**src/rtl/fifo_bulk_reader.sv**
```systemverilog
// -----------------------------------------------------------------------------
// fifo_bulk_reader
// Drains a fixed-size burst of BULK_OF_DATA words from a FIFO and presents
// them as a valid/ready stream. A burst starts only when the FIFO reports at
// least one burst worth of data and enable is high. The final beat of each
// burst is marked with m_tlast. The burst counter increments when that last
// beat is accepted.
//
// Ports
//   clk              : single clock, also the FIFO read clock
//   rst_n            : asynchronous active-low reset
//   enable           : permits a new burst (sampled only while idle)
//   fifo_r_ready     : FIFO holds at least BULK_OF_DATA words
//   fifo_error_empty : FIFO is empty
//   fifo_rdata       : FIFO read data (valid by the end of a read cycle)
//   fifo_r_enable    : FIFO read strobe, one word per high cycle
//   m_tdata          : stream data
//   m_tvalid         : stream data valid
//   m_tready         : downstream ready
//   m_tlast          : final beat of a burst
//   underflow        : sticky, set by a read issued while the FIFO is empty
//   bulk_count       : completed bursts, wraps modulo 2^32
// -----------------------------------------------------------------------------
module fifo_bulk_reader #(
    parameter int DATA_WIDTH   = 32,
    parameter int BULK_OF_DATA = 8
) (
    input  logic                  clk,
    input  logic                  rst_n,
    input  logic                  enable,
    input  logic                  fifo_r_ready,
    input  logic                  fifo_error_empty,
    input  logic [DATA_WIDTH-1:0] fifo_rdata,
    output logic                  fifo_r_enable,
    output logic [DATA_WIDTH-1:0] m_tdata,
    output logic                  m_tvalid,
    input  logic                  m_tready,
    output logic                  m_tlast,
    output logic                  underflow,
    output logic [31:0]           bulk_count
);

    localparam int CNT_W = $clog2(BULK_OF_DATA + 1);

    typedef enum logic [1:0] {
        IDLE  = 2'd0,
        BURST = 2'd1,
        DRAIN = 2'd2
    } state_e;

    state_e                state_q,      state_d;
    logic [CNT_W-1:0]      cnt_q,        cnt_d;
    logic [DATA_WIDTH-1:0] m_tdata_q,    m_tdata_d;
    logic                  m_tvalid_q,   m_tvalid_d;
    logic                  m_tlast_q,    m_tlast_d;
    logic                  underflow_q,  underflow_d;
    logic [31:0]           bulk_count_q, bulk_count_d;

    logic                  rd_en_s;
    logic                  accept_s;

    // Read strobe: only while words remain and the output slot is free or
    // being emptied this cycle, so a stalled beat is never overwritten.
    always_comb begin
        accept_s = m_tvalid_q && m_tready;
        rd_en_s  = (state_q == BURST) && (cnt_q != {CNT_W{1'b0}}) &&
                   (!m_tvalid_q || m_tready);
    end

    assign fifo_r_enable = rd_en_s;
    assign m_tdata       = m_tdata_q;
    assign m_tvalid      = m_tvalid_q;
    assign m_tlast       = m_tlast_q;
    assign underflow     = underflow_q;
    assign bulk_count    = bulk_count_q;

    // Next-state logic for the burst FSM, output slot, counters and flags.
    always_comb begin
        state_d      = state_q;
        cnt_d        = cnt_q;
        m_tdata_d    = m_tdata_q;
        m_tvalid_d   = m_tvalid_q;
        m_tlast_d    = m_tlast_q;
        underflow_d  = underflow_q;
        bulk_count_d = bulk_count_q;

        case (state_q)
            IDLE: begin
                if (enable && fifo_r_ready) begin
                    state_d = BURST;
                    cnt_d   = CNT_W'(BULK_OF_DATA);
                end else begin
                    state_d = IDLE;
                end
            end
            BURST: begin
                // The final capture hands over to DRAIN on the same edge.
                if (rd_en_s && (cnt_q == CNT_W'(1))) begin
                    state_d = DRAIN;
                end else begin
                    state_d = BURST;
                end
            end
            DRAIN: begin
                // The only word left in the slot is the m_tlast beat.
                if (accept_s && m_tlast_q) begin
                    state_d      = IDLE;
                    bulk_count_d = bulk_count_q + 32'd1;
                end else begin
                    state_d = DRAIN;
                end
            end
            default: begin
                state_d = IDLE;
                cnt_d   = {CNT_W{1'b0}};
            end
        endcase

        // A capture refills the slot. An accept without a refill empties it.
        if (rd_en_s) begin
            m_tdata_d  = fifo_rdata;
            m_tvalid_d = 1'b1;
            m_tlast_d  = (cnt_q == CNT_W'(1));
            cnt_d      = cnt_q - CNT_W'(1);
        end else if (accept_s) begin
            m_tvalid_d = 1'b0;
            m_tlast_d  = 1'b0;
        end else begin
            m_tvalid_d = m_tvalid_q;
        end

        // Reading an empty FIFO is latched and kept until reset.
        if (rd_en_s && fifo_error_empty) begin
            underflow_d = 1'b1;
        end else begin
            underflow_d = underflow_q;
        end
    end

    // State and datapath registers with asynchronous reset.
    always_ff @(posedge clk or negedge rst_n) begin
        if (!rst_n) begin
            state_q      <= IDLE;
            cnt_q        <= {CNT_W{1'b0}};
            m_tdata_q    <= {DATA_WIDTH{1'b0}};
            m_tvalid_q   <= 1'b0;
            m_tlast_q    <= 1'b0;
            underflow_q  <= 1'b0;
            bulk_count_q <= 32'd0;
        end else begin
            state_q      <= state_d;
            cnt_q        <= cnt_d;
            m_tdata_q    <= m_tdata_d;
            m_tvalid_q   <= m_tvalid_d;
            m_tlast_q    <= m_tlast_d;
            underflow_q  <= underflow_d;
            bulk_count_q <= bulk_count_d;
        end
    end

endmodule

```
**config.mk**
```make
export PLATFORM = sky130hd
export DESIGN_NAME = fifo_bulk_reader
export DESIGN_NICKNAME = d
export VERILOG_FILES = /design/src/rtl/fifo_bulk_reader.sv
export SDC_FILE = /design/constraint.sdc
export NUM_CORES = 1
export LEC_CHECK = 0
export BUFFER_PORTS_ARGS = -buffer_cell sky130_fd_sc_hd__buf_2
export CAP_MARGIN = 10
export CORE_MARGIN = 8
export CORE_UTILIZATION = 46
export CTS_CLUSTER_DIAMETER = 80
export DETAILED_ROUTE_END_ITERATION = 6
export PLACE_DENSITY = 0.87
export SLEW_MARGIN = 15
export SYNTH_ARGS = -nofsm -noshare
export SYNTH_HDL_FRONTEND = slang
export SYNTH_SLANG_ARGS = --single-unit
```
**constraint.sdc**
```tcl
create_clock -name clk -period 1.7 [get_ports clk]
set_input_delay 0.34 -clock clk [delete_from_list [all_inputs] [get_ports clk]]
set_output_delay 0.34 -clock clk [all_outputs]
set_load 0.01 [all_outputs]
```
==> reports/summary.md, run 1 <==
Critical-path cell with the highest stage delay: dfrtp_1. In this run the horizontal extent of the chip is 100 um. For the via count of the first global-routing pass, the log shows 2849. In this run the core area contains 30 standard-cell rows. For this run, the total global-route usage over all layers was measured as 16.6%. Together, buffers and inverters on the worst path number 3.

Detailed routing inserted a total of 2556 vias. At the pin with the least slew margin, the transition time is 0.410 ns. The total die area is 10100 um^2.

The clock passes through at most 2 buffers. The worst setup path is captured at an output port. The run gives 305 as the synthesized netlist net count. In the final timing run, aggregate negative setup slack is -4.64 ns.

The checks that failed: negative setup slack. The H-tree was split into 3 levels. The final number of max-transition violations was 0.

For this design the static power due to leakage is 2.20 nW. TritonCTS built the clock tree. Clock root buffer master: clkbuf_8. For the first-pass GRT wire length, the log shows 13300 um. The routed design could run at a clock period as short as 1.90 ns. The total chip power was 6.77 mW. The number of DRC violations after detailed routing came out at 0. The die is 100 um tall.

During placement, the flow inserted port buffers numbering 105. The critical path class is reg -> out. The count of nets left with antenna violations once routing finished came out at 0. Traced cell by cell, the critical path runs through inv_2, ha_4, or3b_4, nand3_4, inv_2, buf_6. The max-cap check violation count is 0. Number of hold violations in the final report: 0.

STA classifies the critical path startpoint as a flip-flop. Based on the critical path, the design can be clocked at up to 525 MHz. A synthesized cell averages 12.7 um^2. The setup slack after layout was -0.205 ns; the total power per unit cell area was 1540 nW/um^2.

The tools report the pin count of the biggest net entering global routing as 62. For this design the top-level I/O count stands at 106. The cell area that synthesis handed to floorplanning was 3280 um^2. TritonCTS created 9 clock buffers. The run gives 0 as the number of antenna cells inserted. The detailed-route wire length came out at 8150 um.

Once the floorplan was initialized, standard cells occupied 48.0% of the core. Synthesis inferred 73 register bits. The run finished, with violations left. The clock input transition at the sequential cells of the worst setup and hold paths works out to 0.07 ns. The run gives 0 as the total congestion overflow.

The min-delay analysis places its worst path in the category in -> reg. On the critical path the largest part of the delay comes from simple AND/OR/NAND/NOR gates. The average wire length per cell after detail routing was 16.5 um.

The sequential fraction of the synthesis area is 55.7%. VDD sags by at most 0.000945 V. The Yosys step of the flow raised 0 warnings. By instance count, the cell type seen most on the critical path is inv_2.

Setup repair after global routing could not meet its margin everywhere. The logs give 67 for the initial detailed-routing violation count and 259 for the number of instances in the synthesized netlist. The tools report the count of unique library cells instantiated by Yosys as 32.

Clock latency on the worst-skew pair, taken at its later pin, is 0.33 ns. The post-route netlist has 48.9% of its cells at a drive strength greater than 1. The area growth from synthesis to layout is 33.8%.

Peak per-stage delay on the critical path: 0.40 ns. STA puts the critical path data required time at 1.36 ns. The first detailed-routing pass ran for 5 iterations.

The logs give 0.00779 ns for the worst-case clock skew and 0.777 for the weighted congestion at the end of routability-driven global placement. Data arrives at the worst endpoint at 1.56 ns. The tools report the standard cell core area as 6830 um^2.

The worst pin sits at a relative slew slack of 72.4%. Of all nets on the critical path, the largest fanout is 2. Final-report setup violation count: 34. For the CTS sink count, the log shows 73. In the finished design, the share of the clock period the worst path needs comes to 112%. The total number of nets in the final design was 440; the vias per cell was 5.16. Once detailed placement completed, the half-perimeter wirelength came to 6080 um. The number of antenna violations at the first check in global routing was 0.
[placed cells by master, fill, tap and decap left out, drive strengths merged, types with 2 or more instances in the layout]
| master | netlist | final |
|---|---|---|
| a21o | 2 | 2 |
| a21oi | 2 | 2 |
| and2 | 2 | 2 |
| and3 | 6 | 6 |
| and4 | 3 | 3 |
| buf | 9 | 132 |
| bufinv | 0 | 2 |
| clkbuf | 0 | 11 |
| clkinv | 0 | 3 |
| dfrtp | 73 | 73 |
| ha | 8 | 8 |
| inv | 6 | 6 |
| mux2 | 32 | 32 |
| nand2 | 19 | 19 |
| nand3 | 16 | 16 |
| nand3b | 2 | 2 |
| nand4 | 19 | 19 |
| nor2 | 6 | 6 |
| nor3 | 6 | 6 |
| nor3b | 2 | 2 |
| nor4 | 5 | 5 |
| o21ai | 4 | 4 |
| xnor2 | 26 | 26 |
| xor2 | 6 | 6 |
[synth_stat cells]
cell	number	share of area, %
nor4_1	2	0.38
o21ai_0	4	0.61
buf_2	1	0.15
and2_1	2	0.38
buf_4	5	1.1
a21oi_1	2	0.31
mux2i_1	1	0.31
nor3_1	6	0.92
buf_6	3	1.0
a21o_1	2	0.46
and4_1	3	0.80
dfrtp_1	73	56
ha_1	8	3.1
and3_1	5	0.95
nand3b_1	2	0.46
inv_1	6	0.69
a32oi_1	1	0.27
nand2b_1	1	0.19
and3_2	1	0.23
xor2_1	6	1.6
nand4_1	18	3.4
nand2_1	19	2.2
nand3_2	1	0.31
nand4_4	1	0.65
nor3b_1	2	0.46
xnor2_1	26	6.9
o221ai_1	1	0.27
nand3_1	15	2.3
nor2_1	6	0.69
nor4_4	3	1.9
mux2_2	32	11
or3b_1	1	0.27
[metrics by stage]
step	setup WS, ns	utilization, %	instance area [um^2]	hold WS, ns	std cells
after CTS	-0.209	63.4	4330	0.190	491
final	-0.205	64.2	4390	0.211	495
after floorplan	0.0161	-	3310	0.0444	259
after global routing	-0.274	64.2	4390	0.180	495
after detailed placement	-0.0591	59.1	4040	0.251	468
after global placement	0.0180	59.1	4040	0.251	468
[area by class of cell]
class	instances	area (um^2)
clock buffers	11	141
fillers	567	2440
inverters	6	22.5
clock inverters	5	78.8
multi-input cells	171	1400
well taps	96	120
flip-flops and latches	73	1830
repair buffers	133	795
[what timing repair did]
| action | 4_1_cts | 5_1_grt |
|---|---|---|
| gates resized for setup | 6 | 5 |
| setup endpoints to repair | 33 | 51 |
| buffers inserted | 6 | 4 |
| hold buffers | 1 | 0 |
| gates cloned | 0 | 0 |
| pin swaps | 1 | 3 |
| endpoints found under the hold margin | 12 | 0 |
[metal layers]
| layer | wire, um | GRT usage [%] |
|---|---|---|
| met2 | 4410 | 29.4 |
| met3 | 673 | 6.84 |
| met1 | 3000 | 17.1 |
| met5 | 0 | 0 |
| met4 | 69 | 5.70 |
[cells by family after synthesis]
logic type | synth area share, %
simple gates | 16.5
flops | 55.7
mux | 11.3
xor+xnor | 8.54
buf+inv | 3.01
compound gates | 1.91
fa+ha+maj | 3.05
[registers in the layout (all words and copies together) (netlist names)]
| name | count |
|---|---|
| m_tlast | 1 |
| state_q | 2 |
| underflow | 1 |
| cnt_q | 4 |
| m_tdata | 32 |
| bulk_count | 32 |
| m_tvalid | 1 |
[worst paths after layout]
check                                       from        endpoint  slack (ns)  cells after the start
worst min register to register         underflow       underflow        0.47                      1
worst max-delay path                    cnt_q[1]   fifo_r_enable       -0.20                      6
max in group asynchronous                  rst_n     m_tdata[11]        0.65                      3
worst max register to register          cnt_q[1]     m_tdata[14]       -0.16                      7
min in group asynchronous                  rst_n  bulk_count[11]        0.43                      2
worst min-delay path            fifo_error_empty       underflow        0.21                      2
[power breakdown]
part	internal (mW)	switching [mW]	total, mW
sequential	2.24	0.295	2.53
clock	0.865	0.616	1.48
combinational	1.51	1.24	2.75
total	4.62	2.15	6.77
Note: power is estimated with default switching activity, not from simulation.
==> run 2: changes to the inputs <==
==> constraint.sdc (replaced) <==
create_clock -name clk -period 1.7 [get_ports clk]
set_input_delay 0.17 -clock clk [delete_from_list [all_inputs] [get_ports clk]]
set_output_delay 0.17 -clock clk [all_outputs]
set_load 0.01 [all_outputs]
==> run 2 against run 1 <==
  * Via count decreased by 1.1%
  * Clock power shrank 4%
  * Largest power group unchanged
  * Largest cell class unchanged
  * Die area stayed put
  * Final cell count fell by 0.61%
  * The flow still finishes with violations (negative setup slack)
  * Critical path depth grew 1
==> reports/summary.md, run 2 (synthesis gave the netlist of run 1 again) <==
In this run the count of I/O pins placed on the die edge is 106. The growth of design area from synthesis to finish is 34.0%, and the total congestion overflow is 0. In this run the tightest slew margin relative to its limit is 72.3%. Internal power comes to 4.61 mW. The largest single stage delay on the critical path is 0.39 ns.

For this run, the share of the core covered by cells in the final layout is 64.4%. The via total after detailed routing was 2527. Critical path class: reg -> out. The minimum clock period is 1.83 ns. After floorplanning, the core was sized to cover 6830 um^2. Excluding fillers, the count of instances in the completed layout stands at 492.

Net switching is 32.2% of the power. The tools report the category of the worst setup path launch point as a flip-flop. The largest fanout on the critical path was 3; the number of H-tree levels was 3. The number of hold violations in the final report was 0. For the final hold slack, the log shows 0.0485 ns.

The worst setup path is captured at an output port. Clock-pin slew was measured on the worst setup and hold paths at 0.07 ns. The total track usage is 15.6%. The number of antenna violations at the first check in global routing is 0, and the width of the die is 100 um. The number of DRC violations after detailed routing was 0; the HPWL after detailed placement was 5690 um. Together, buffers and inverters on the worst path number 4.

For the leakage component of the power, the log shows 2.22 nW. The design draws 6.80 mW. Grouping stages by cell kind, the critical path spends the most delay in simple AND/OR/NAND/NOR gates.

The tools report the detailed-route wire length as 7930 um. For this design the ratio of total power to cell area is 1550 nW/um^2. In this run the worst hold path is classified as in -> reg. The most common library cell in the layout ignoring fill and taps is buf_2. Setup violations remaining at the end of the flow were counted as 34. The first-pass GRT wire length is 12500 um, and the clock network fraction of design power is 20.8%. Clock tree synthesis found a total of 73 sinks. Setup repair after global routing could not meet its margin everywhere.

The run finished, with violations left. After the last flow step, the layout net total stands at 437. The power share of the sequential group came out at 37.3%. TritonCTS built the clock tree.

The final reports fail on negative setup slack. The clock root buffer master is clkbuf_8. The die boundary height was 100 um.

The initial utilization of the core area, before any placement, comes to 48.0%. Entering global routing, the biggest net connects 74 pins. Remaining antenna violation count after routing: 0.

The final number of max-transition violations is 0, and the count of input and output buffers is 105. Dividing the detail-routed wire length by the instance count gives 16.1 um. The vias per cell is 5.14, and the TritonCTS buffer count is 9. The ratio of cells with drive above 1 in the final layout was 48.7%. The critical-path cell with the highest stage delay was dfrtp_1. The die covers 10100 um^2.

For the via count of the first global-routing pass, the log shows 2666. Data on the critical path is required at its endpoint by 1.53 ns. The logs give 0.000968 V for the worst-case vdd ir drop and 41.9% for the combinational share of power.

The floorplan has 30 rows. For the cell total after placement, the log shows 464. The library cells used most frequently in the layout, excluding fill and tap cells, are 104 x buf_2, 73 x dfrtp_1, 31 x mux2_2.

The max-cap check violation count came out at 0. The first detailed-routing pass ran for 4 iterations. The critical path goes through inv_2, ha_4, or3b_4, nand3_4, buf_12, inv_4, buf_6.

The worst-skew pair later-pin latency was 0.34 ns. For the pin with the worst max-slew slack, the measured transition is 0.412 ns. In this run, the number of DRC markers left after iteration 0 of detailed routing was 63. At the worst endpoint, the arrival time is 1.66 ns. The logs give 0.00601 ns for the worst-case clock skew and 0.767 for the weighted congestion at the end of routability-driven global placement. The number of antenna cells inserted was 0; the buffer depth of the longest clock path was 2. The power dissipated by switching net loads was 2.19 mW. The worst path uses 108% of the clock period.

The setup slack after layout is -0.134 ns. The highest achievable clock rate is 545 MHz.
[run 2: area by class of cell]
| cell class | count | area, um^2 |
|---|---|---|
| fillers | 535 | 2430 |
| flip-flops and latches | 73 | 1830 |
| multi-input cells | 171 | 1410 |
| repair buffers | 130 | 796 |
| clock buffers | 12 | 165 |
| well taps | 96 | 120 |
| clock inverters | 4 | 50.0 |
| inverters | 6 | 25.0 |
[run 2: worst paths after layout]
path / start / endpoint / slack (ns) / cells past startpoint
max: cnt_q[1] / fifo_r_enable / -0.13 / 7
min: fifo_error_empty / underflow / 0.05 / 2
max reg2reg: cnt_q[1] / m_tdata[10] / -0.11 / 7
min reg2reg: bulk_count[31] / bulk_count[31] / 0.47 / 1
max in group asynchronous: rst_n / underflow / 1.00 / 3
min in group asynchronous: rst_n / bulk_count[11] / 0.38 / 3
[run 2: metrics by stage]
stage	setup WS (ns)	area [um^2]	TNS [ns]
after detailed placement	-0.0568	4010	-0.802
final	-0.134	4400	-3.14
after CTS	-0.162	4320	-3.99
after floorplan	0.0161	3310	0
after global placement	0.00557	4010	0
after global routing	-0.201	4400	-4.92
[run 2: worst register-to-register path, cell delays in order (launching register included)]
cell	delay, ns
dfrtp_1	0.39
inv_2	0.09
ha_4	0.12
or3b_4	0.39
nand3_4	0.10
buf_4	0.13
buf_12	0.14
mux2_2	0.35
[run 2: power groups by stage]
stage	Sequential (mW)	Clock, mW	Combinational, mW
6_report	2.54	1.42	2.85
5_1_grt	2.60	1.52	3.09
4_1_cts	2.53	1.47	2.80
3_5_place_dp	2.55	0	2.49
3_3_place_gp	2.52	0	2.39
2_1_floorplan	2.74	0	1.37
[run 2: timing repair]
item / CTS / global route
buffers inserted: 6 / 4
pin swaps: 1 / 4
resized for setup: 6 / 11
endpoints found under the setup margin: 33 / 41
endpoints found under the hold margin: 73 / 0
hold buffers: 1 / 0
cloned: 1 / 0
[run 2: metal layers]
layer / GRT usage, % / vias to the layer above / part of all wire (%)
li1: - / 1184 / -
met1: 17.1 / 1248 / 41
met2: 26.8 / 85 / 51
met3: 5.32 / 10 / 6.8
met4: 6.63 / 0 / 1.0
met5: 0 / - / 0
==> run 3: changes to the inputs <==
--- a/config.mk
+++ b/config.mk
@@ -7,11 +7,13 @@
 export LEC_CHECK = 0
 export BUFFER_PORTS_ARGS = -buffer_cell sky130_fd_sc_hd__buf_2
 export CAP_MARGIN = 10
+export CELL_PAD_IN_SITES_DETAIL_PLACEMENT = 0
+export CELL_PAD_IN_SITES_GLOBAL_PLACEMENT = 2
 export CORE_MARGIN = 8
-export CORE_UTILIZATION = 46
+export CORE_UTILIZATION = 29
 export CTS_CLUSTER_DIAMETER = 80
 export DETAILED_ROUTE_END_ITERATION = 6
-export PLACE_DENSITY = 0.87
+export PLACE_DENSITY = 0.86
 export SLEW_MARGIN = 15
 export SYNTH_ARGS = -nofsm -noshare
 export SYNTH_HDL_FRONTEND = slang
==> run 3 against run 2 <==
  * Total power grew 17%
  * Via count grew 1.5%
  * Design area grew 7.1%
  * Largest power group unchanged
  * The run still ends with negative setup slack left
  * Sequential share of layout area shrank 2.7 points
==> reports/summary.md, run 3 (synthesis gave the netlist of run 1 again) <==
Setup repair after global routing could not meet its margin everywhere. TritonCTS built the clock tree. In this run the number of H-tree levels came out at 3. In the final layout, the share of cells above drive strength 1 is 50.7%. For the pre-CTS setup slack, the log shows -0.0256 ns. Using the TritonRoute via totals, the vias-per-cell ratio works out to 4.67.

Net switching is 28.9% of the power. The tools report the pin count of the biggest net entering global routing as 33. The clock network is responsible for 31.4% of the overall power.

For the pin with the worst max-slew slack, the measured transition is 0.411 ns. The worst endpoint required time was 1.53 ns; the die boundary height was 122 um. Registers take 1830 um^2. The run gives 15000 um^2 as the total die area. In this run the core area contains 39 standard-cell rows. The analysis attributes to net switching a power of 2.29 mW. Total power for the finished layout comes to 7.95 mW. The tree is rooted in a clkbuf_16. The final critical path takes up 107% of the cycle.

The worst-skew pair later-pin latency is 0.33 ns. The flow ran to the end, but the final reports show violations. Setup violations remaining at the end of the flow were counted as 34.

The remaining antenna violation count after routing is 0. Headroom to the max-slew limit came out at 72.4%. Based on the critical path, the design can be clocked at up to 551 MHz. The combinational share of power is 36.6%, and the via total after detailed routing is 2565. The core region is 11200 um^2. Global routing used 12.0% of the available tracks. Final hold analysis gives a worst-case slack of 0.0396 ns. The width of the die came out at 122 um. In this run, CTS created clock tree buffers numbering 9. Leaving out fill and tap cells, the most frequent cell in the layout is buf_2. No sink is reached through more buffers than the 2 on the longest clock path. The checks that failed: negative setup slack. In the layout the commonest cells are 103 x buf_2, 71 x dfrtp_1, 32 x mux2_2.

The largest fanout on the critical path works out to 3. 0 antenna diodes ended up in the layout. Summed over all nets, the half-perimeter wirelength after detailed placement is 6160 um. Once layout is complete, the utilization of the core stands at 41.9%.

Number of DRC violations after detailed routing: 0. Including well taps, the total number of placed cells is 516. Average wire length per cell after detail routing: 15.7 um. Traced cell by cell, the critical path runs through inv_2, ha_4, or3b_4, nand3_4, buf_12, inv_4, buf_6.

The tools report the setup TNS after final layout as -2.60 ns. The total area of multi-input combinational cells is 1400 um^2. The weighted congestion at the end of routability-driven global placement was 0.731; the number of hold violations in the final report was 0.

STA classifies the critical path endpoint as an output port. The setup slack after layout came out at -0.114 ns. The smallest clock period supported by the final layout is computed as 1.81 ns. Data arrives at the worst endpoint at 1.64 ns. First-pass iteration count of the detailed router: 4. After the last flow step, the layout net total stands at 447. The total power per unit cell area was 1690 nW/um^2; the clock input transition at the sequential cells of the worst setup and hold paths was 0.06 ns. The CTS sink count came out at 73. The type of the worst min-delay path is in -> reg. The finished cells cover 4710 um^2. During placement, the flow inserted port buffers numbering 105. Once placement finished, the instance area stood at 4110 um^2. The peak per-stage delay on the critical path is 0.39 ns. The growth of design area from synthesis to finish came out at 43.5%. Fill cells in the final layout number 1105. The total overflow left after global routing is 0. The first global-routing pass estimated 14200 um of wire. For this design the top-level I/O count stands at 106. The via count of the first global-routing pass is 2846.

For the initial detailed-routing violation count, the log shows 88. The tools report the worst-case vdd ir drop as 0.00114 V. The critical-path cell with the highest stage delay was or3b_4. The logs give 5.66 mW for the internal power consumption and 8650 um for the detailed-route wire length. Leaving out filler cells and counting taps, the final layout contains 549. Between clock sinks in the finished design, the worst skew comes to 0.00650 ns. Leakage component of the power: 2.32 nW.

The critical path class is reg -> out. The final number of max-transition violations came out at 0. The tools report the category of the worst setup path launch point as a flip-flop. The power share of the sequential group is 31.9%. For this configuration, the core starts out at a cell density of 29.2%. Across the run, the number of max-cap violations was 0. The number of antenna violations at the first check in global routing came out at 0.
run 3: cell types whose count changed in the layout (fill, tap and decap cells not counted), moves of 4 or more:
cell and change:
buf_4 +10, bufinv_16 +4, clkbuf_16 +9, clkbuf_8 -11
run 3: cell type report:
type / count / area share, %
inverter: 6 / 0.532
sequential: 73 / 38.9
clock buffer: 11 / 5.16
clock inverter: 5 / 3.19
timing repair buffer: 140 / 18.6
tap: 143 / 3.80
multi-input combinational: 171 / 29.8
run 3: path summary, 6_finish.rpt:
| check | startpoint | end | slack, ns | cells past startpoint |
|---|---|---|---|---|
| min in group asynchronous | rst_n | m_tdata[20] | 0.25 | 2 |
| worst max register to register | cnt_q[0] | m_tdata[26] | -0.10 | 7 |
| worst min-delay path | fifo_error_empty | underflow | 0.04 | 2 |
| worst min register to register | bulk_count[31] | bulk_count[31] | 0.46 | 1 |
| max in group asynchronous | rst_n | m_tdata[6] | 0.85 | 3 |
| worst max-delay path | cnt_q[0] | fifo_r_enable | -0.11 | 7 |
run 3: routing by layer:
metal | share of wire (%) | global-route usage, %
met4 | 1.4 | 4.11
met5 | 0 | 0
met1 | 40 | 13.2
met3 | 9.3 | 5.93
met2 | 50 | 20.0
run 3: what timing repair did:
action                                  in CTS  in global routing
endpoints found under the setup margin      23                 53
gates cloned                                 1                  0
pin swaps                                    1                  4
setup buffers                                6                  9
gates resized for setup                      8                 11
hold buffers                                 1                  0
endpoints found under the hold margin       18                  0
run 3: power by group through the flow:
stage	clock network, mW	registers (mW)	logic, mW
after global routing	2.61	2.61	3.17
after CTS	2.56	2.54	2.83
after floorplan	0	2.74	1.37
after global placement	0	2.53	2.45
after detailed placement	0	2.55	2.51
final	2.50	2.54	2.91
run 3: worst max-delay path: cells and delay by family, from the launching register on:
| kind | cells | cell delay, ns |
|---|---|---|
| adder cells (fa/ha/maj) | 1 | 0.12 |
| buffers and inverters | 4 | 0.32 |
| flip-flops | 1 | 0.38 |
| AND/OR/NAND/NOR | 2 | 0.48 |
